[src/rtl/maze_tile_renderer.sv]
// Frame-scan tile renderer: walks every display pixel, looks up the maze cell and
// tile-ROM pixel under it (with player overlay) and streams RGB565 to LT24Display.
module maze_tile_renderer #(
    parameter int unsigned WIDTH       = 240,
    parameter int unsigned HEIGHT      = 320,
    parameter int unsigned TILE        = 8,
    parameter int unsigned MAZE_W      = 30,
    parameter int unsigned MAZE_H      = 40,
    parameter int unsigned CELL_BITS   = 1,
    parameter int unsigned MEM_LATENCY = 2,
    parameter logic [15:0] BG_COLOUR   = 16'h0000
) (
    input  logic                            clock,
    input  logic                            resetApp,
    input  logic                            render_start,
    output logic                            render_busy,
    output logic                            render_done,
    output logic [10:0]                     maze_addr,
    input  logic [CELL_BITS-1:0]            maze_data,
    input  logic [$clog2(MAZE_W)-1:0]       player_x,
    input  logic [$clog2(MAZE_H)-1:0]       player_y,
    output logic [CELL_BITS:0]              tile_sel,
    output logic [$clog2(TILE*TILE)-1:0]    tile_addr,
    input  logic [15:0]                     tile_pixel,
    output logic [7:0]                      xAddr,
    output logic [8:0]                      yAddr,
    output logic [15:0]                     pixelData,
    output logic                            pixelWrite,
    input  logic                            pixelReady
);

    localparam int unsigned TSH = $clog2(TILE);
    localparam int unsigned TAW = $clog2(TILE*TILE);
    localparam int unsigned CW  = $clog2(MEM_LATENCY+1);

    typedef enum logic [2:0] {IDLE, CELL, TILE_LOOKUP, WAIT, WRITE, DONE} state_t;

    state_t          state;
    logic [CW-1:0]   cnt;

    int unsigned     cx, cy, ncx, ncy;
    logic            in_maze, next_in_maze, player_hit, last_px;
    logic [7:0]      nx;
    logic [8:0]      ny;
    logic [10:0]     next_idx;
    logic [TAW-1:0]  tile_idx;

    always_comb begin
        cx         = 32'(xAddr) >> TSH;
        cy         = 32'(yAddr) >> TSH;
        in_maze    = (cx < MAZE_W) && (cy < MAZE_H);
        player_hit = (cx == 32'(player_x)) && (cy == 32'(player_y));
        last_px    = (32'(xAddr) == WIDTH - 1) && (32'(yAddr) == HEIGHT - 1);
        if (32'(xAddr) == WIDTH - 1) begin
            nx = '0;
            ny = yAddr + 9'd1;
        end else begin
            nx = xAddr + 8'd1;
            ny = yAddr;
        end
        ncx          = 32'(nx) >> TSH;
        ncy          = 32'(ny) >> TSH;
        next_in_maze = (ncx < MAZE_W) && (ncy < MAZE_H);
        next_idx     = 11'(ncx) + 11'(MAZE_W) * 11'(ncy);
        tile_idx     = TAW'(32'(xAddr) & (TILE - 1))
                     + TAW'(TILE) * TAW'(32'(yAddr) & (TILE - 1));
    end

    // maze_addr is registered on the way into CELL so the memory sees it during
    // CELL itself; out-of-maze pixels leave it untouched.
    always_ff @(posedge clock or posedge resetApp) begin
        if (resetApp) begin
            state       <= IDLE;
            cnt         <= '0;
            xAddr       <= '0;
            yAddr       <= '0;
            maze_addr   <= '0;
            tile_sel    <= '0;
            tile_addr   <= '0;
            pixelData   <= '0;
            pixelWrite  <= 1'b0;
            render_busy <= 1'b0;
            render_done <= 1'b0;
        end else begin
            render_done <= 1'b0;
            case (state)
                IDLE: begin
                    if (render_start) begin
                        xAddr       <= '0;
                        yAddr       <= '0;
                        maze_addr   <= '0;
                        render_busy <= 1'b1;
                        state       <= CELL;
                    end
                end
                CELL: begin
                    if (in_maze) begin
                        cnt   <= CW'(1);
                        state <= TILE_LOOKUP;
                    end else begin
                        pixelData  <= BG_COLOUR;
                        pixelWrite <= 1'b1;
                        state      <= WRITE;
                    end
                end
                TILE_LOOKUP: begin
                    if (cnt == CW'(MEM_LATENCY)) begin
                        tile_sel  <= {player_hit, maze_data};
                        tile_addr <= tile_idx;
                        cnt       <= '0;
                        state     <= WAIT;
                    end else begin
                        cnt <= cnt + CW'(1);
                    end
                end
                WAIT: begin
                    if (cnt == CW'(MEM_LATENCY)) begin
                        pixelData  <= tile_pixel;
                        pixelWrite <= 1'b1;
                        state      <= WRITE;
                    end else begin
                        cnt <= cnt + CW'(1);
                    end
                end
                WRITE: begin
                    if (pixelReady) begin
                        pixelWrite <= 1'b0;
                        if (last_px) begin
                            render_done <= 1'b1;
                            render_busy <= 1'b0;
                            state       <= DONE;
                        end else begin
                            xAddr <= nx;
                            yAddr <= ny;
                            if (next_in_maze)
                                maze_addr <= next_idx;
                            state <= CELL;
                        end
                    end
                end
                DONE: begin
                    xAddr <= '0;
                    yAddr <= '0;
                    state <= IDLE;
                end
                default: state <= IDLE;
            endcase
        end
    end

endmodule

[config.mk]
export PLATFORM = sky130hd
export DESIGN_NAME = maze_tile_renderer
export DESIGN_NICKNAME = d
export VERILOG_FILES = /design/src/rtl/maze_tile_renderer.sv
export SDC_FILE = /design/constraint.sdc
export NUM_CORES = 1
export LEC_CHECK = 0
export BUFFER_PORTS_ARGS = -buffer_cell sky130_fd_sc_hd__buf_4
export CAP_MARGIN = 20
export CORE_ASPECT_RATIO = 0.75
export CORE_MARGIN = 1.5
export CORE_UTILIZATION = 32
export CTS_BUF_LIST = sky130_fd_sc_hd__clkbuf_8
export CTS_CLUSTER_SIZE = 25
export DETAILED_ROUTE_END_ITERATION = 8
export MAX_ROUTING_LAYER = met4
export PLACE_DENSITY = 0.6
export SLEW_MARGIN = 20
export SYNTH_ARGS = -nofsm -noshare
export SYNTH_HDL_FRONTEND = slang
export SYNTH_SLANG_ARGS = --single-unit
[constraint.sdc]
create_clock -name clock -period 8 [get_ports clock]
set_input_delay 0.8 -clock clock [delete_from_list [all_inputs] [get_ports clock]]
set_output_delay 0.8 -clock clock [all_outputs]
set_load 0.02 [all_outputs]
==> results of run 1 <==
[cells by family (layout without fill, tap and decap cells)]
logic type      Yosys count  count (layout)  synth area share (%)
flops                    60              60                 38.30
buf+inv                  49             132                 5.745
mux                      10              10                 2.873
compound gates          103             103                 16.53
xor+xnor                 34              34                 7.596
simple gates            142             142                 17.59
fa+ha+maj                32              32                 11.36
[worst max-delay path, stage by stage (launching register included)]
cell,delay [ps]
dfrtp_1,440
ha_1,250
nand3_2,180
nor2_4,210
nand4_1,230
nor2_1,180
xnor2_1,270
inv_1,180
fa_1,540
fa_1,520
inv_1,60
fa_1,490
inv_1,40
ha_1,300
o21ai_0,80
nor2_1,140
o21a_1,170
nand3_1,120
and4b_1,290
xnor2_1,70
o31ai_1,180
[power by group through the flow]
| stage | combinational, W | clock (W) | sequential [W] |
|---|---|---|---|
| finish | 0.000306 | 0.000344 | 0.000388 |
| global route | 0.000348 | 0.000368 | 0.000395 |
| CTS | 0.000308 | 0.000355 | 0.000387 |
| detailed placement | 0.000308 | 0 | 0.000392 |
| global placement | 0.000301 | 0 | 0.000391 |
| floorplan | 0.000199 | 0 | 0.000405 |
[metrics by stage]
| stage | hold slack [ps] | instance area [µm²] |
|---|---|---|
| after floorplan | 498.7 | 3920 |
| after global placement | 468.1 | 4663 |
| after detailed placement | 471.3 | 4663 |
| after CTS | 490.6 | 4911 |
| after global routing | 508.7 | 4913 |
| final | 481.3 | 4913 |
[state kept, by name, indices dropped and copies added, names as in the netlist]
signal and flops:
maze_addr 11, yAddr 9, render_done 1, state 3
tile_sel 2, pixelData 16, tile_addr 6, cnt 2
pixelWrite 1, render_busy 1, xAddr 8
[synth_stat cells, drive strengths merged (2+ instances only)]
| master | count | area [µm²] |
|---|---|---|
| nand2 | 77 | 289.0 |
| dfrtp | 60 | 1501 |
| o21ai | 56 | 291.5 |
| inv | 28 | 105.1 |
| ha | 26 | 325.3 |
| nor2 | 18 | 75.07 |
| xor2 | 18 | 157.7 |
| xnor2 | 16 | 140.1 |
| buf | 12 | 86.33 |
| nand3 | 12 | 65.06 |
| o31ai | 12 | 90.09 |
| mux2 | 10 | 112.6 |
| clkbuf | 9 | 33.78 |
| a21oi | 8 | 40.04 |
| nand4 | 7 | 43.79 |
| and2 | 6 | 37.54 |
| fa | 6 | 120.1 |
| nand2b | 5 | 31.28 |
| nor3 | 5 | 25.02 |
| nor4 | 5 | 52.55 |
| a21o | 3 | 22.52 |
| o21bai | 3 | 22.52 |
| a211oi | 2 | 15.01 |
| a31oi | 2 | 12.51 |
| and3 | 2 | 15.01 |
| o2111ai | 2 | 17.52 |
| o21a | 2 | 15.01 |
| o221ai | 2 | 17.52 |
| o41ai | 2 | 17.52 |
[placed cells by master (no fill, tap or decap), types with 2 or more instances in the layout]
cell       instances
a211oi_1           2
a21o_1             3
a21oi_1            8
a31oi_1            2
and2_1             6
and3_2             2
buf_4             88
bufinv_16          3
clkbuf_8           9
clkinv_4           2
dfrtp_1           60
fa_1               6
ha_1              26
inv_1             27
mux2_2            10
nand2_1           77
nand2b_1           5
nand3_1           11
nand4_1            7
nor2_1            16
nor3_1             5
nor4_1             3
o2111ai_1          2
o21a_1             2
o21ai_0           52
o21ai_2            3
o21bai_1           3
o221ai_1           2
o31ai_1           12
o41ai_1            2
xnor2_1           16
xor2_1            18
[final cells by class]
cell class                      instances  area [µm²]
Clock buffer                            9       123.9
Fill cell                            1178        6870
Timing Repair Buffer                   88       660.6
Sequential cell                        60        1501
Tap cell                              162       202.7
Multi-Input combinational cell        321        2196
Inverter                               28       105.1
Clock inverter                          7       123.9
[routing by layer]
metal | part of all wire [%] | vias up | routed length, µm | GRT usage, %
li1 | - | 1642 | - | -
met1 | 49 | 1554 | 4563 | 22.70
met2 | 44 | 88 | 4142 | 21.54
met3 | 5.9 | 6 | 550 | 4.072
met4 | 0.73 | 0 | 68 | 4.480
met5 | 0 | - | 0 | -
[worst max path at each step]
stage / startpoint / endpoint / slack, ps / depth (start not counted)
after floorplan: xAddr[0] / maze_addr[10] / 3290 / 20
after global placement: xAddr[0] / maze_addr[10] / 3190 / 20
after detailed placement: xAddr[0] / maze_addr[10] / 2980 / 20
after CTS: xAddr[0] / maze_addr[10] / 2970 / 20
after global routing: xAddr[0] / maze_addr[10] / 2570 / 20
final: xAddr[0] / maze_addr[10] / 2970 / 20
==> impl_metrics.yaml, run 1 <==
synthesis:
  synth_ff_type: "dfrtp_1"
  syn-num-nets: 494
  syn_inst: 430
  ys_ff_latch: 60
  synth_area_um2: 3920
  synth_area_per_cell_um2: 9.116
  ys_async_sr_fraction_pct: 100.0
  yosysUniqueCellTypes: 51
  synth.yosys.seq_area_share_pct: 38.30
  synth_edf_count: 0
  yosysWarnings: 0
critical_path:
  reg2reg_from: "xAddr[0]"
  rr_worst_depth: 20
  path_class: "reg -> reg"
  reg2reg_to: "maze_addr[10]"
  crit_path_end_kind: "register"
  reg2reg_slack_ps: 2970
  cp_max_fo: 7
  required_ps: 8250
  critPathArrivalTime_ps: 5280
  start_kind: "register"
grt:
  gr-total-overflow: 0
  grt_max_degree: 61
  antenna_found_initial: 0
  grt_pass1_vias: 3086
  grt_pass1_wl_um: 15380
  gr-usage-all-layers_pct: 15.74
routing:
  wl_per_cell_um: 13.81
  ant_nets: 0
  totalWireLength_um: 9325
  initialDrtViolationCount: 158
  drc: 0
  firstDrtPassIters: 4
  viasPerCell: 4.874
  via_count: 3290
layout:
  final_util_pct: 41.70
  syn_to_final_growth_pct: 25.34
  finalNonFillerCells: 675
  final_nets: 572
  n_antenna_cell: 0
  drive_above_1_share_pct: 24.95
die:
  initial_core_util_pct: 33.27
  rows: 34
  die-height_um: 98.85
  ios: 87
  dieArea_um2: 12930
  coreArea_um2: 11780
  die_w_um: 130.8
power_and_ir_drop:
  power.density_nw_per_um2: 211.1
  p_switching_w: 0.0003708
  p_clk_share_pct: 33.1
  static-leakage-power_nw: 2.454
  vdd_ir_drop_max_mv: 0.1096
  combPwrFrac_pct: 29.5
  p_int_w: 0.0006666
  seq_power_share_pct: 37.4
  switching_share_pct: 35.74
  power_w: 0.001037
placed_design:
  dp_cells: 659
  io_buffers: 86
  gp_congestion: 0.8247
  dp_slack_ps: 2982
  place_hpwl_um: 6974
cts:
  cts_root_buf: "clkbuf_8"
  clk_pin_slew_ps: 80
  cts.sinks: 60
  clk_latency_ps: 350
  h-tree-depth: 3
  cts_resized: 0
  cts_tree: "done"
  clock_path_buffers: 2
  cts_setup_buffers: 0
  cts_buffers: 9
  cts_hold_buf: 0
sta:
  relSlewSlack_pct: 44.65
  drv_slew: 0
  min_period_ps: 5031
  finalSetupTns_ps: 0
  finClkSkew_ps: 9.096
  worst_pin_slew_ps: 828.2
  fmax_mhz: 198.8
  finalSetupViolCount: 0
  rsz0062_at_grt: "false"
  setup_ws_ps: 2969
  period_share_pct: 62.88
  hold_viol: 0
run:
  drv_cap: 0
min_path:
  whs_endpoint: "maze_addr[2]"
  hold-path-cell-count: 2
  hp-class: "reg -> reg"
  hp-start: "maze_addr[2]"
run_status:
  status: "finished, final reports clean"
No activity file was read; power rests on OpenSTA's default activity.
==> run 2: changes to the inputs <==
==> constraint.sdc (replaced) <==
create_clock -name clock -period 5.09 [get_ports clock]
set_input_delay 0.509 -clock clock [delete_from_list [all_inputs] [get_ports clock]]
set_output_delay 0.509 -clock clock [all_outputs]
set_load 0.02 [all_outputs]
==> run 2 against run 1 <==
Net effect:
- die area is the same
- maximum frequency grew 5.6%
- via count grew 0.40%
- combinational power grew 57%
- sequential power grew 58%
- final area is the same
- flip-flop and latch count is the same
- critical path depth is the same
- power grew 48%
- clock skew grew 2.6 ps
- non-clock buffer count grew 4
- utilization is the same
- largest power group unchanged
- highest routed layer unchanged
==> impl_metrics.yaml, run 2 (synthesis gave the netlist of run 1 again) <==
layout:
  multi_input_area_um2: 2212
  syn_to_final_growth_pct: 25.34
  final_common_cell: "buf_4"
  seqCellArea_um2: 1504
  largest-register: "pixelData"
  layout_common_cells: "buf_4 (92), nand2_1 (77), dfrtp_1 (58)"
  n_antenna_cell: 0
  final_nets: 576
  drive_above_1_share_pct: 26.11
  largest_register_ffs: 16
  fillers: 1185
  largestRegisters: "pixelData: 16 flops, maze_addr: 11 flops, yAddr: 9 flops"
sta:
  worst_hold_slack_ps: 374.6
  min_period_ps: 4762
  drv_slew: 0
  finalSetupTns_ps: 0
  finClkSkew_ps: 11.74
  period_share_pct: 93.55
  relSlewSlack_pct: 41.71
  finalSetupViolCount: 0
  hold_viol: 0
  rsz0062_at_grt: "false"
  fmax_mhz: 210.0
  worst_pin_slew_ps: 872.2
critical_path:
  slowest_stage: "fa_1"
  critPathArrivalTime_ps: 5020
  cp_max_fo: 7
  start_kind: "register"
  path_class: "reg -> reg"
  required_ps: 5340
  reg2reg_slack_ps: 330
  crit_family: "adder cells"
  cp.buffers_inverters: 3
  path_cells: "ha_1 > nand3_2 > nor2_4 > nand4_1 > nor2_1 > xnor2_2 > inv_1 > fa_1 > fa_1 > inv_1 > fa_1 > inv_1 > ha_1 > o21ai_0 > nor2_1 > o21a_1 > nand3_1 > and4b_1 > xnor2_1 > o31ai_1"
  crit_path_end_kind: "register"
  path_depth: 20
  rr_worst_depth: 20
  slowest_delay_ps: 520
power_and_ir_drop:
  static-leakage-power_nw: 2.455
  vdd_ir_drop_max_mv: 0.2283
  power.density_nw_per_um2: 312.0
routing:
  wl_per_cell_um: 13.92
  ant_nets: 0
  viasPerCell: 4.865
  firstDrtPassIters: 4
  drc: 0
  totalWireLength_um: 9455
  initialDrtViolationCount: 120
  via_count: 3303
die:
  coreArea_um2: 11780
  die-height_um: 98.85
  dieArea_um2: 12930
  ios: 87
  die_w_um: 130.8
  rows: 34
  initial_core_util_pct: 33.27
cts:
  cts_buffers: 9
  clk_latency_ps: 360
  cts.sinks: 60
  cts_root_buf: "clkbuf_8"
  clock_path_buffers: 2
  clk_pin_slew_ps: 70
  h-tree-depth: 3
  cts_tree: "done"
min_path:
  hp-class: "in -> async"
grt:
  grt_max_degree: 61
  gr-total-overflow: 0
  gr-usage-all-layers_pct: 15.82
  grt_pass1_vias: 3154
  antenna_found_initial: 0
  grt_pass1_wl_um: 15440
placed_design:
  gp_congestion: 0.8569
  io_buffers: 86
  place_hpwl_um: 7089
run:
  drv_cap: 0
run_status:
  status: "finished, final reports clean"
[run 2: cell count changes in the layout (fill, tap and decap cells not counted), sizes merged]
cell	delta
buf	+4
clkinv	+3
bufinv	-2
clkinvlp	-1
[run 2: area by class of cell]
cell class | count | area share [%]
timing repair buffer | 92 | 14.06
clock buffer | 9 | 2.521
inverter | 28 | 2.139
sequential | 60 | 30.61
clock inverter | 7 | 1.528
tap | 162 | 4.125
multi-input combinational | 321 | 45.02
[run 2: routing by layer]
metal  wire length [µm]  part of all wire, %  track usage [%]  vias up
li1                   -                    -                -     1643
met1               4588                   49            21.20     1580
met2               4246                   45            23.85       75
met3                551                  5.8            4.832        5
met4                 69                 0.73            2.790        0
met5                  0                    0                -        -
[run 2: what timing repair did]
action | in CTS | in global routing
hold buffers | 0 | 0
setup endpoints to repair | 0 | 2
endpoints found under the hold margin | 0 | 0
setup buffers | 0 | 0
gates resized for setup | 0 | 3
[run 2: worst paths after layout]
| path | start | end |
|---|---|---|
| min reg2reg | maze_addr[2] | maze_addr[2] |
| max in group asynchronous | resetApp | xAddr[1] |
| max reg2reg | xAddr[0] | maze_addr[10] |
| min | resetApp | tile_sel[0] |
| max | xAddr[0] | maze_addr[10] |
| min in group clock | pixelReady | state[2] |
[run 2: per-stage QoR]
step                      std cells  util [%]  total power, W  worst slack (ps)  instance area, µm²
after floorplan                 430         -       0.0009497             382.6                3920
after global placement          663     39.83        0.001085             393.8                4693
after detailed placement        663     39.90        0.001106             215.9                4702
after CTS                       679     41.59        0.001554             201.0                4901
after global routing            679     41.70        0.001641             2.782                4913
final                           679     41.70        0.001533             328.1                4913
[run 2: power breakdown]
group | internal, W | switching [W]
Combinational | 0.000177 | 0.000303
Clock | 0.000228 | 0.000213
Sequential | 0.000542 | 0.0000698
[run 2: worst register-to-register path, stage by stage (launching register included)]
cell     delay (ps)
dfrtp_2         420
ha_1            230
nand3_2         190
nor2_4          190
nand4_1         130
nor2_1          180
xnor2_2         180
inv_1           140
fa_1            510
fa_1            520
inv_1            60
fa_1            490
inv_1            40
ha_1            290
o21ai_0          80
nor2_1          160
o21a_1          180
nand3_1         120
and4b_1         290
xnor2_1          70
o31ai_1         180
==> run 3: changes to the inputs <==
==> constraint.sdc (replaced) <==
create_clock -name clock -period 5.8 [get_ports clock]
set_input_delay 0.58 -clock clock [delete_from_list [all_inputs] [get_ports clock]]
set_output_delay 0.58 -clock clock [all_outputs]
set_load 0.02 [all_outputs]
==> run 3 against run 2 <==
Net effect:
- critical path depth stayed put
- clock-buffer cell count unchanged
- first-iteration DRC count increased by 26%
- cell count decreased by 0.59%
- via count is 1.4% lower
- wire length is 0.24% lower
- utilization hardly changed
==> impl_metrics.yaml, run 3 (synthesis gave the netlist of run 1 again) <==
power_and_ir_drop:
  power_w: 0.001437
  vdd_ir_drop_max_mv: 0.2087
  static-leakage-power_nw: 2.454
  power.density_nw_per_um2: 292.5
critical_path:
  path_class: "reg -> reg"
  crit_family: "adder cells"
  start_kind: "register"
  cp.buffers_inverters: 3
  path_cells: "ha_1 > nand3_2 > nor2_4 > nand4_1 > nor2_1 > xnor2_1 > inv_1 > fa_1 > fa_1 > inv_1 > fa_1 > inv_1 > ha_1 > o21ai_0 > nor2_1 > o21a_1 > nand3_1 > and4b_1 > xnor2_1 > o31ai_1"
  cp_max_fo: 7
  slowest_delay_ps: 540
  crit_path_end_kind: "register"
  required_ps: 6060
  critPathArrivalTime_ps: 5280
  slowest_stage: "fa_1"
cts:
  clock_path_buffers: 2
  cts_buffers: 9
  clk_latency_ps: 370
  cts.sinks: 60
  clk_pin_slew_ps: 70
  cts_tree: "done"
  cts_setup_buffers: 0
  cts_root_buf: "clkbuf_8"
  cts_resized: 0
  h-tree-depth: 3
  cts_hold_buf: 0
layout:
  final_nets: 572
  drive_above_1_share_pct: 24.76
  largest-register: "pixelData"
  multi_input_area_um2: 2193
  seqCellArea_um2: 1501
  final_common_cell: "buf_4"
  largest_register_ffs: 16
  largestRegisters: "pixelData: 16 flops, maze_addr: 11 flops, yAddr: 9 flops"
  n_antenna_cell: 0
  layout_common_cells: "buf_4 (88), nand2_1 (77), dfrtp_1 (60)"
  fillers: 1193
  syn_to_final_growth_pct: 25.28
routing:
  totalWireLength_um: 9432
  drc: 0
  via_count: 3256
  firstDrtPassIters: 4
  ant_nets: 0
  initialDrtViolationCount: 151
  viasPerCell: 4.824
  wl_per_cell_um: 13.97
grt:
  antenna_found_initial: 0
  grt_max_degree: 61
  grt_pass1_vias: 3105
  met1_usage_pct: 21.98
  grt_use_met2_pct: 22.63
  grt_pass1_wl_um: 15470
  grtUsageMet3_pct: 4.940
  gr-usage-all-layers_pct: 15.90
  gr-total-overflow: 0
  busiest_layer: "met2"
run:
  drv_cap: 0
sta:
  finClkSkew_ps: 17.02
  hold_viol: 0
  finalSetupViolCount: 0
  fmax_mhz: 199.3
  finalSetupTns_ps: 0
  worst_pin_slew_ps: 1089
  period_share_pct: 86.49
  relSlewSlack_pct: 27.14
  rsz0062_at_grt: "false"
  drv_slew: 0
  min_period_ps: 5016
die:
  die-height_um: 98.85
  coreArea_um2: 11780
  ios: 87
  initial_core_util_pct: 33.27
  rows: 34
  dieArea_um2: 12930
  die_w_um: 130.8
run_status:
  status: "finished, final reports clean"
placed_design:
  io_buffers: 86
  gp_congestion: 0.8247
  place_hpwl_um: 6957
min_path:
  hp-class: "in -> async"
run 3: worst reg2reg max path, cell delays in order (launching register included):
cell,delay (ps)
dfrtp_1,440
ha_1,250
nand3_2,180
nor2_4,210
nand4_1,220
nor2_1,180
xnor2_1,270
inv_1,180
fa_1,540
fa_1,520
inv_1,60
fa_1,500
inv_1,40
ha_1,290
o21ai_0,80
nor2_1,140
o21a_1,180
nand3_1,110
and4b_1,290
xnor2_1,70
o31ai_1,180
run 3: final timing paths:
check	start	endpoint	slack (ps)	cells after the start
setup / recovery	xAddr[0]	maze_addr[10]	780	20
min in group clock	pixelReady	state[2]	450	2
max in group asynchronous	resetApp	maze_addr[10]	4840	3
hold / removal	resetApp	tile_sel[0]	430	3
setup reg to reg	xAddr[0]	maze_addr[10]	780	20
hold reg to reg	maze_addr[2]	maze_addr[2]	480	2
run 3: layout make-up:
class                   instances  area share, %
multi-input cells             321          44.66
flip-flops and latches         60          30.57
repair buffers                 88          13.45
well taps                     162          4.127
clock buffers                   9          2.522
clock inverters                 7          2.522
inverters                      28          2.140
run 3: power breakdown:
part	internal, W	switching [W]
Combinational	0.000156	0.000264
Sequential	0.000475	0.0000596
Clock	0.000288	0.000194
Total	0.000919	0.000518
run 3: per-layer routing:
| layer | vias up | part of all wire [%] |
|---|---|---|
| li1 | 1639 | - |
| met1 | 1538 | 49 |
| met2 | 74 | 45 |
| met3 | 5 | 5.3 |
| met4 | 0 | 0.64 |
| met5 | - | 0 |
run 3: per-stage QoR:
step	cells	utilization, %	hold slack [ps]	setup slack, ps	area [µm²]
after floorplan	430	-	498.7	1093	3920
after global placement	659	39.57	468.1	986.4	4663
after detailed placement	659	39.57	471.3	761.4	4663
after CTS	675	41.68	433.1	755.3	4911
after global routing	675	41.68	437.6	368.4	4911
final	675	41.68	430.3	783.6	4911
